File: config.mk
export PLATFORM = sky130hd
export DESIGN_NAME = fake_hilbert
export DESIGN_NICKNAME = d
export VERILOG_FILES = /design/src/rtl/fake_hilbert_pkg.sv /design/src/rtl/hilbert_pair.sv /design/src/rtl/fake_hilbert.sv
export SDC_FILE = /design/constraint.sdc
export NUM_CORES = 1
export LEC_CHECK = 0
export BUFFER_PORTS_ARGS = -buffer_cell sky130_fd_sc_hd__buf_2
export CAP_MARGIN = 40
export CORE_AREA = 3 3 40 42
export DETAILED_ROUTE_END_ITERATION = 10
export DIE_AREA = 0 0 43 45
export PLACE_DENSITY_LB_ADDON = 0.12
export RECOVER_POWER = 100
export SLEW_MARGIN = 10
export SYNTH_ARGS = -nofsm -noshare
export SYNTH_HDL_FRONTEND = slang
export SYNTH_SLANG_ARGS = --single-unit
File: constraint.sdc
create_clock -name clock_i -period 1.07 [get_ports clock_i]
set_input_delay 0.107 -clock clock_i [delete_from_list [all_inputs] [get_ports clock_i]]
set_output_delay 0.107 -clock clock_i [all_outputs]
set_load 0.1 [all_outputs]
File: src/rtl/fake_hilbert_pkg.sv
// rtl/fake_hilbert_pkg.sv - shared phase encoding and default width for fake_hilbert
package fake_hilbert_pkg;

    // Default bit width of the input sample and of each output component
    localparam int DEFAULT_WIDTH = 1;

    // Pairing phase: which half of the complex pair the next accepted sample fills
    typedef enum logic {
        PHASE_RE = 1'b0,
        PHASE_IM = 1'b1
    } phase_t;

    // Advance the pairing phase by one accepted sample
    function automatic phase_t next_phase(input phase_t cur);
        return (cur == PHASE_RE) ? PHASE_IM : PHASE_RE;
    endfunction

endpackage

File: src/rtl/hilbert_pair.sv
// rtl/hilbert_pair.sv - pairs consecutive accepted samples into registered (re, im) outputs
module hilbert_pair
    import fake_hilbert_pkg::*;
#(
    parameter int WIDTH = DEFAULT_WIDTH
) (
    input  logic             clk,
    input  logic             rst,
    input  logic             enable,
    input  logic             strobe,
    input  logic [WIDTH-1:0] signal,
    input  logic             invert,
    output logic             complete,
    output logic             valid,
    output logic [WIDTH-1:0] re,
    output logic [WIDTH-1:0] im
);

    phase_t           phase;
    logic [WIDTH-1:0] hold;
    logic             accept;

    // A sample only counts while running; strobes during disable are dropped
    assign accept   = enable & strobe;
    // The accepted sample closes a pair when it lands in the imaginary slot
    assign complete = accept && (phase == PHASE_IM);

    // Phase toggles per accepted sample; disable forces the next sample to be real
    always_ff @(posedge clk or posedge rst) begin
        if (rst) begin
            phase <= PHASE_RE;
        end else if (!enable) begin
            phase <= PHASE_RE;
        end else if (accept) begin
            phase <= next_phase(phase);
        end
    end

    // Real half of the pair waits here until its imaginary partner arrives
    always_ff @(posedge clk or posedge rst) begin
        if (rst) begin
            hold <= '0;
        end else if (accept && (phase == PHASE_RE)) begin
            hold <= signal;
        end
    end

    // Output pair loads once per completed pair and otherwise holds; valid is a one-clock pulse
    always_ff @(posedge clk or posedge rst) begin
        if (rst) begin
            valid <= 1'b0;
            re    <= '0;
            im    <= '0;
        end else begin
            valid <= complete;
            if (complete) begin
                re <= invert ? ~hold : hold;
                im <= invert ? ~signal : signal;
            end
        end
    end

endmodule

File: src/rtl/fake_hilbert.sv
// rtl/fake_hilbert.sv - quarter-period-shift complex pairing top; optional FAKE_HILBERT_SIGN_FLIP_EN
module fake_hilbert
    import fake_hilbert_pkg::*;
#(
    parameter int WIDTH = DEFAULT_WIDTH
) (
    input  logic             clock_i,
    input  logic             reset_i,
    input  logic             enable_i,
    input  logic             strobe_i,
    input  logic [WIDTH-1:0] signal_i,
    output logic             locked_o,
    output logic             strobe_o,
    output logic             framed_o,
    output logic [WIDTH-1:0] sig_re_o,
    output logic [WIDTH-1:0] sig_im_o
);

    logic complete;
    logic invert;
    logic locked;
    logic framed;

    hilbert_pair #(
        .WIDTH (WIDTH)
    ) u_pair (
        .clk      (clock_i),
        .rst      (reset_i),
        .enable   (enable_i),
        .strobe   (strobe_i),
        .signal   (signal_i),
        .invert   (invert),
        .complete (complete),
        .valid    (strobe_o),
        .re       (sig_re_o),
        .im       (sig_im_o)
    );

`ifdef FAKE_HILBERT_SIGN_FLIP_EN
    logic flip;

    // Alternate sign on every completed pair since enable rose, giving I,Q,-I,-Q
    always_ff @(posedge clock_i or posedge reset_i) begin
        if (reset_i) begin
            flip <= 1'b0;
        end else if (!enable_i) begin
            flip <= 1'b0;
        end else if (complete) begin
            flip <= ~flip;
        end
    end

    assign invert = flip;
`else
    assign invert = 1'b0;
`endif

    // Lock rises with the first completed pair and holds until enable drops
    always_ff @(posedge clock_i or posedge reset_i) begin
        if (reset_i) begin
            locked <= 1'b0;
        end else if (!enable_i) begin
            locked <= 1'b0;
        end else if (complete) begin
            locked <= 1'b1;
        end
    end

    // Frame marker accompanies only the pair that establishes lock
    always_ff @(posedge clock_i or posedge reset_i) begin
        if (reset_i) begin
            framed <= 1'b0;
        end else if (!enable_i) begin
            framed <= 1'b0;
        end else begin
            framed <= complete & ~locked;
        end
    end

    assign locked_o = locked;
    assign framed_o = framed;

endmodule

# [Yosys cells after proc, flatten, opt, wreduce, memory -nomap -nowiden]
# Index checks and enable logic that the tools add are counted.
[totals] wordCells=21 output_inout_bits=5 in_bits=5 regBits=7
[op_classes] reduce_logical=2 n_mux=6 bitwise=4 eq_ne=2
[op_table] op="$mux W1" n=6
[op_table] op="$ne A2 B1 Y1 const B" n=2
[op_table] op="$and A1 B1 Y1" n=2
[op_table] op="$logic_and A1 B1 Y1" n=2
[op_table] op="$not A1 Y1" n=2

# [Logic depth before layout (Yosys ltp)]
[logic_depth] depth_word=4 depth_mapped=2 ltp_nobuf=2

# [Modules after synthesis]
# A second synthesis with hierarchy kept.
[hier_totals] hier_cells=21 area_unflattened_um2=295.3
[modules_own_cells] module="hilbert_pair" cells_each=15 area_per_inst_um2=221.5 instances=1
[modules_own_cells] module="fake_hilbert" cells_each=6 area_per_inst_um2=73.8 instances=1

# [Worst setup path before layout]
# No wires, ideal clock.
[synth_timing] path_kind="flip-flop to flip-flop" start="reg, netlist name u_pair.im" end="reg u_pair.im" setup_time_ps=128 slack_ps=-220 stages_incl_launch_ff=2 path_buffers=0 synth_period_minus_slack_ps=1290 arrival_time_ps=1162 cell_sequence="dfrtp_1 > mux2_1"
[synth_lines] item="to (signal assigned)" line_no="hilbert_pair.sv:58" text="im <= invert ? ~signal : signal;"
[synth_lines] item="to (decl)" line_no="hilbert_pair.sv:16" text="output logic [WIDTH-1:0] im"

# [Worst setup path after layout]
[layout_timing] start="reg u_pair.phase" end="reg u_pair.im"
[layout_between] elab_chain_len=1
[layout_rtl] item="from (decl)" line_no="hilbert_pair.sv:19" text="phase_t phase;"
[layout_rtl] item="from (signal assigned)" line_no="hilbert_pair.sv:35" text="phase <= next_phase(phase);"
[layout_rtl] item="$logic_and A1 B1 Y1" line_no="hilbert_pair.sv:26" text="assign complete = accept && (phase == PHASE_IM);"
# Every way passes these cells.
# A chain may end at the register's enable or synchronous reset.

==> results.json <==
{
  "vias": 180,
  "netlist_instances": 19,
  "routabilityCongestion": 0.711,
  "synth_most_common_cell": "dfrtp_1",
  "fp.coreArea_um2": 1280,
  "status": "finished clean",
  "synth_top_area_share_pct": 66.4,
  "power.leakage_nw": 0.195,
  "yosysWarnings": 0,
  "synth_edf_count": 0,
  "antenna_cells": 0,
  "switching_power_w": 0.000421,
  "finalHoldViolCount": 0,
  "period_minus_slack_ns": 0.983,
  "overflow": 0,
  "synthesis.area_um2": 264,
  "dp.cells": 43,
  "yosys-top-cells-area": "dfrtp_1 (66%), mux2_1 (8.5%), mux2_2 (4.3%)",
  "irDropWorstVdd_mv": 0.702,
  "combPwrFrac_pct": 40.4,
  "rr_endpoint": "u_pair.im",
  "hp-class": "in2reg",
  "synth_flop_cell": "dfrtp_1",
  "initial_core_util_pct": 20.5,
  "p_sw_share_pct": 42.9,
  "final-max-slew-violation-count": 0,
  "ys_ff_latch": 7,
  "syn_to_final_growth_pct": 48.3,
  "cts_setup_buffers": 0,
  "grt_pass1_vias": 164,
  "postRouteAntennaNets": 0,
  "die_h_um": 45,
  "initialDrtViolationCount": 0,
  "clock_sinks": 7,
  "power_w": 0.000981,
  "cts_buffers": 3,
  "ys_seq_area_share_pct": 66.4,
  "yosysTopAreaCell": "dfrtp_1",
  "synthesis.nets": 24,
  "utilization_pct": 30.5,
  "cpMaxStageDelayCell": "dfrtp_1",
  "clk_pin_slew_ns": 0.05,
  "die_w_um": 43,
  "pwr-share-clk_pct": 24.2,
  "max_freq_mhz": 1020,
  "reg2reg_from": "u_pair.phase",
  "die_area_um2": 1940,
  "skew_ns": 0.000837,
  "clk_path_buf_depth": 2,
  "cp-start-kind": "register",
  "first_pass_iters": 1,
  "drc": 0,
  "met1_usage_pct": 6.70,
  "seq_power_share_pct": 35.4,
  "final_cell_count_no_fill": 48,
  "synthArstFlopShare_pct": 100,
  "fillers": 143,
  "critical_path_class": "reg2reg",
  "busiest_layer": "met4",
  "wl_um": 490,
  "grtUsageTotal_pct": 6.48,
  "yosysUniqueCellTypes": 11,
  "nNetsFinal": 39,
  "hold_depth": 2,
  "routedWlPerCell_um": 10.2,
  "syn_avg_cell_area_um2": 13.9,
  "critPathTopFamily": "flip-flops",
  "worstPathCellList": "nand3_2, mux2_1",
  "viasPerCell": 3.75,
  "tightest_slew_ns": 0.280,
  "holdPathEnd": "u_pair.im",
  "r2r_cells": 2,
  "maxCapViolations": 0,
  "numPortBuffers": 9,
  "relSlewSlack_pct": 81.5,
  "worstPathBufferInverterCount": 0,
  "worstHoldStart": "signal_i",
  "reg2reg_slack_ns": 0.09,
  "rsz0062_at_grt": "false",
  "dpl_worst_slack_ns": 0.0984,
  "setup_tns_ns": 0,
  "cts-root-buf": "clkbuf_4",
  "worst_setup_path_end_kind": "register",
  "io_pins": 10,
  "grt_max_degree": 8,
  "powerDensity_nw_per_um2": 2500,
  "crit_fanout": 4,
  "finalCritPeriodShare_pct": 91.9,
  "drive_gt1_share_pct": 51.5,
  "cts_tree": "yes",
  "arrival_ns": 1.11,
  "fin_ws_ns": 0.0869,
  "synth_common_cells": "dfrtp_1 (7), inv_1 (2), mux2_1 (2)",
  "grt_pass1_wl_um": 779,
  "ctsResizeCount": 0,
  "required_ns": 1.20,
  "htreeDepth": 1,
  "holdBufCountCts": 1,
  "rows": 13,
  "p_int_w": 0.000560,
  "critPathMaxStageDelay_ns": 0.41,
  "antenna_found_initial": 0,
  "use_met3_pct": 2.39,
  "use_met2_pct": 7.78,
  "setup_viol_count_final": 0,
  "insertion_delay_ns": 0.25
}
## metrics by stage
stage / hold slack [ns] / area (um^2)
floorplan: -0.0898 / 268
global route: 0.0974 / 392
CTS: 0.0932 / 443
global placement: 0.0458 / 407
finish: 0.0940 / 392
detailed placement: 0.0401 / 407
## registers in the layout (all words and copies together), names as in the netlist
signal,cells
u_pair.im,1
u_pair.valid,1
framed_o,1
locked_o,1
u_pair.phase,1
u_pair.re,1
u_pair.hold,1
## worst register-to-register path: cells and delay by family (launching register included)
family | cells | cell delay [ns]
and+or+nand+nor | 1 | 0.12
DFF | 1 | 0.41
muxes | 1 | 0.33
## worst max path at each step
stage               cells past startpoint         start           to
finish                                  2  u_pair.phase    u_pair.im
global route                            2  u_pair.phase    u_pair.im
CTS                                     2  u_pair.phase    u_pair.im
detailed placement                      2  u_pair.phase  u_pair.hold
global placement                        2  u_pair.phase  u_pair.hold
floorplan                               1     u_pair.im    u_pair.im
## layout make-up
| type | count | area (um^2) | share of cell area [%] |
|---|---|---|---|
| Inverter | 2 | 7.51 | 1.92 |
| Sequential cell | 7 | 179 | 45.7 |
| Clock buffer | 4 | 26.3 | 6.71 |
| Multi-Input combinational cell | 10 | 81.3 | 20.8 |
| Tap cell | 15 | 18.8 | 4.79 |
| Timing Repair Buffer | 10 | 78.8 | 20.1 |
## metal layers
metal	up-vias	routed length, um	share of wire (%)
li1	89	-	-
met1	79	210	43
met2	8	214	44
met3	4	34	6.9
met4	0	31	6.3
met5	-	0	0
## kinds of logic (layout without fill, tap and decap cells)
group / after synthesis / in the layout / synth area share [%]
flops: 7 / 7 / 66.4
simple gates: 5 / 5 / 12.8
mux: 3 / 3 / 12.8
buf+inv: 2 / 16 / 2.84
compound gates: 1 / 1 / 1.89
xor+xnor: 1 / 1 / 3.32
## power groups by stage
stage	clock, W	combinational [W]	sequential [W]
after floorplan	0	0.0000449	0.000594
after global placement	0	0.000462	0.000366
after detailed placement	0	0.000462	0.000367
after CTS	0.000251	0.000467	0.000363
after global routing	0.000272	0.000409	0.000355
final	0.000237	0.000396	0.000348
## placed cells by master (no fill, tap or decap)
cell	n
buf_6	3
nand3b_1	1
nand3_2	1
mux2_2	1
mux2_1	2
dfrtp_2	3
nor2b_1	1
buf_4	2
dlygate4sd3_1	1
nor2_1	1
dfrtp_1	4
clkbuf_4	3
buf_2	4
and2_0	1
inv_1	2
xor2_1	1
a21oi_1	1
clkbuf_1	1
No activity file was read; power rests on OpenSTA's default activity.
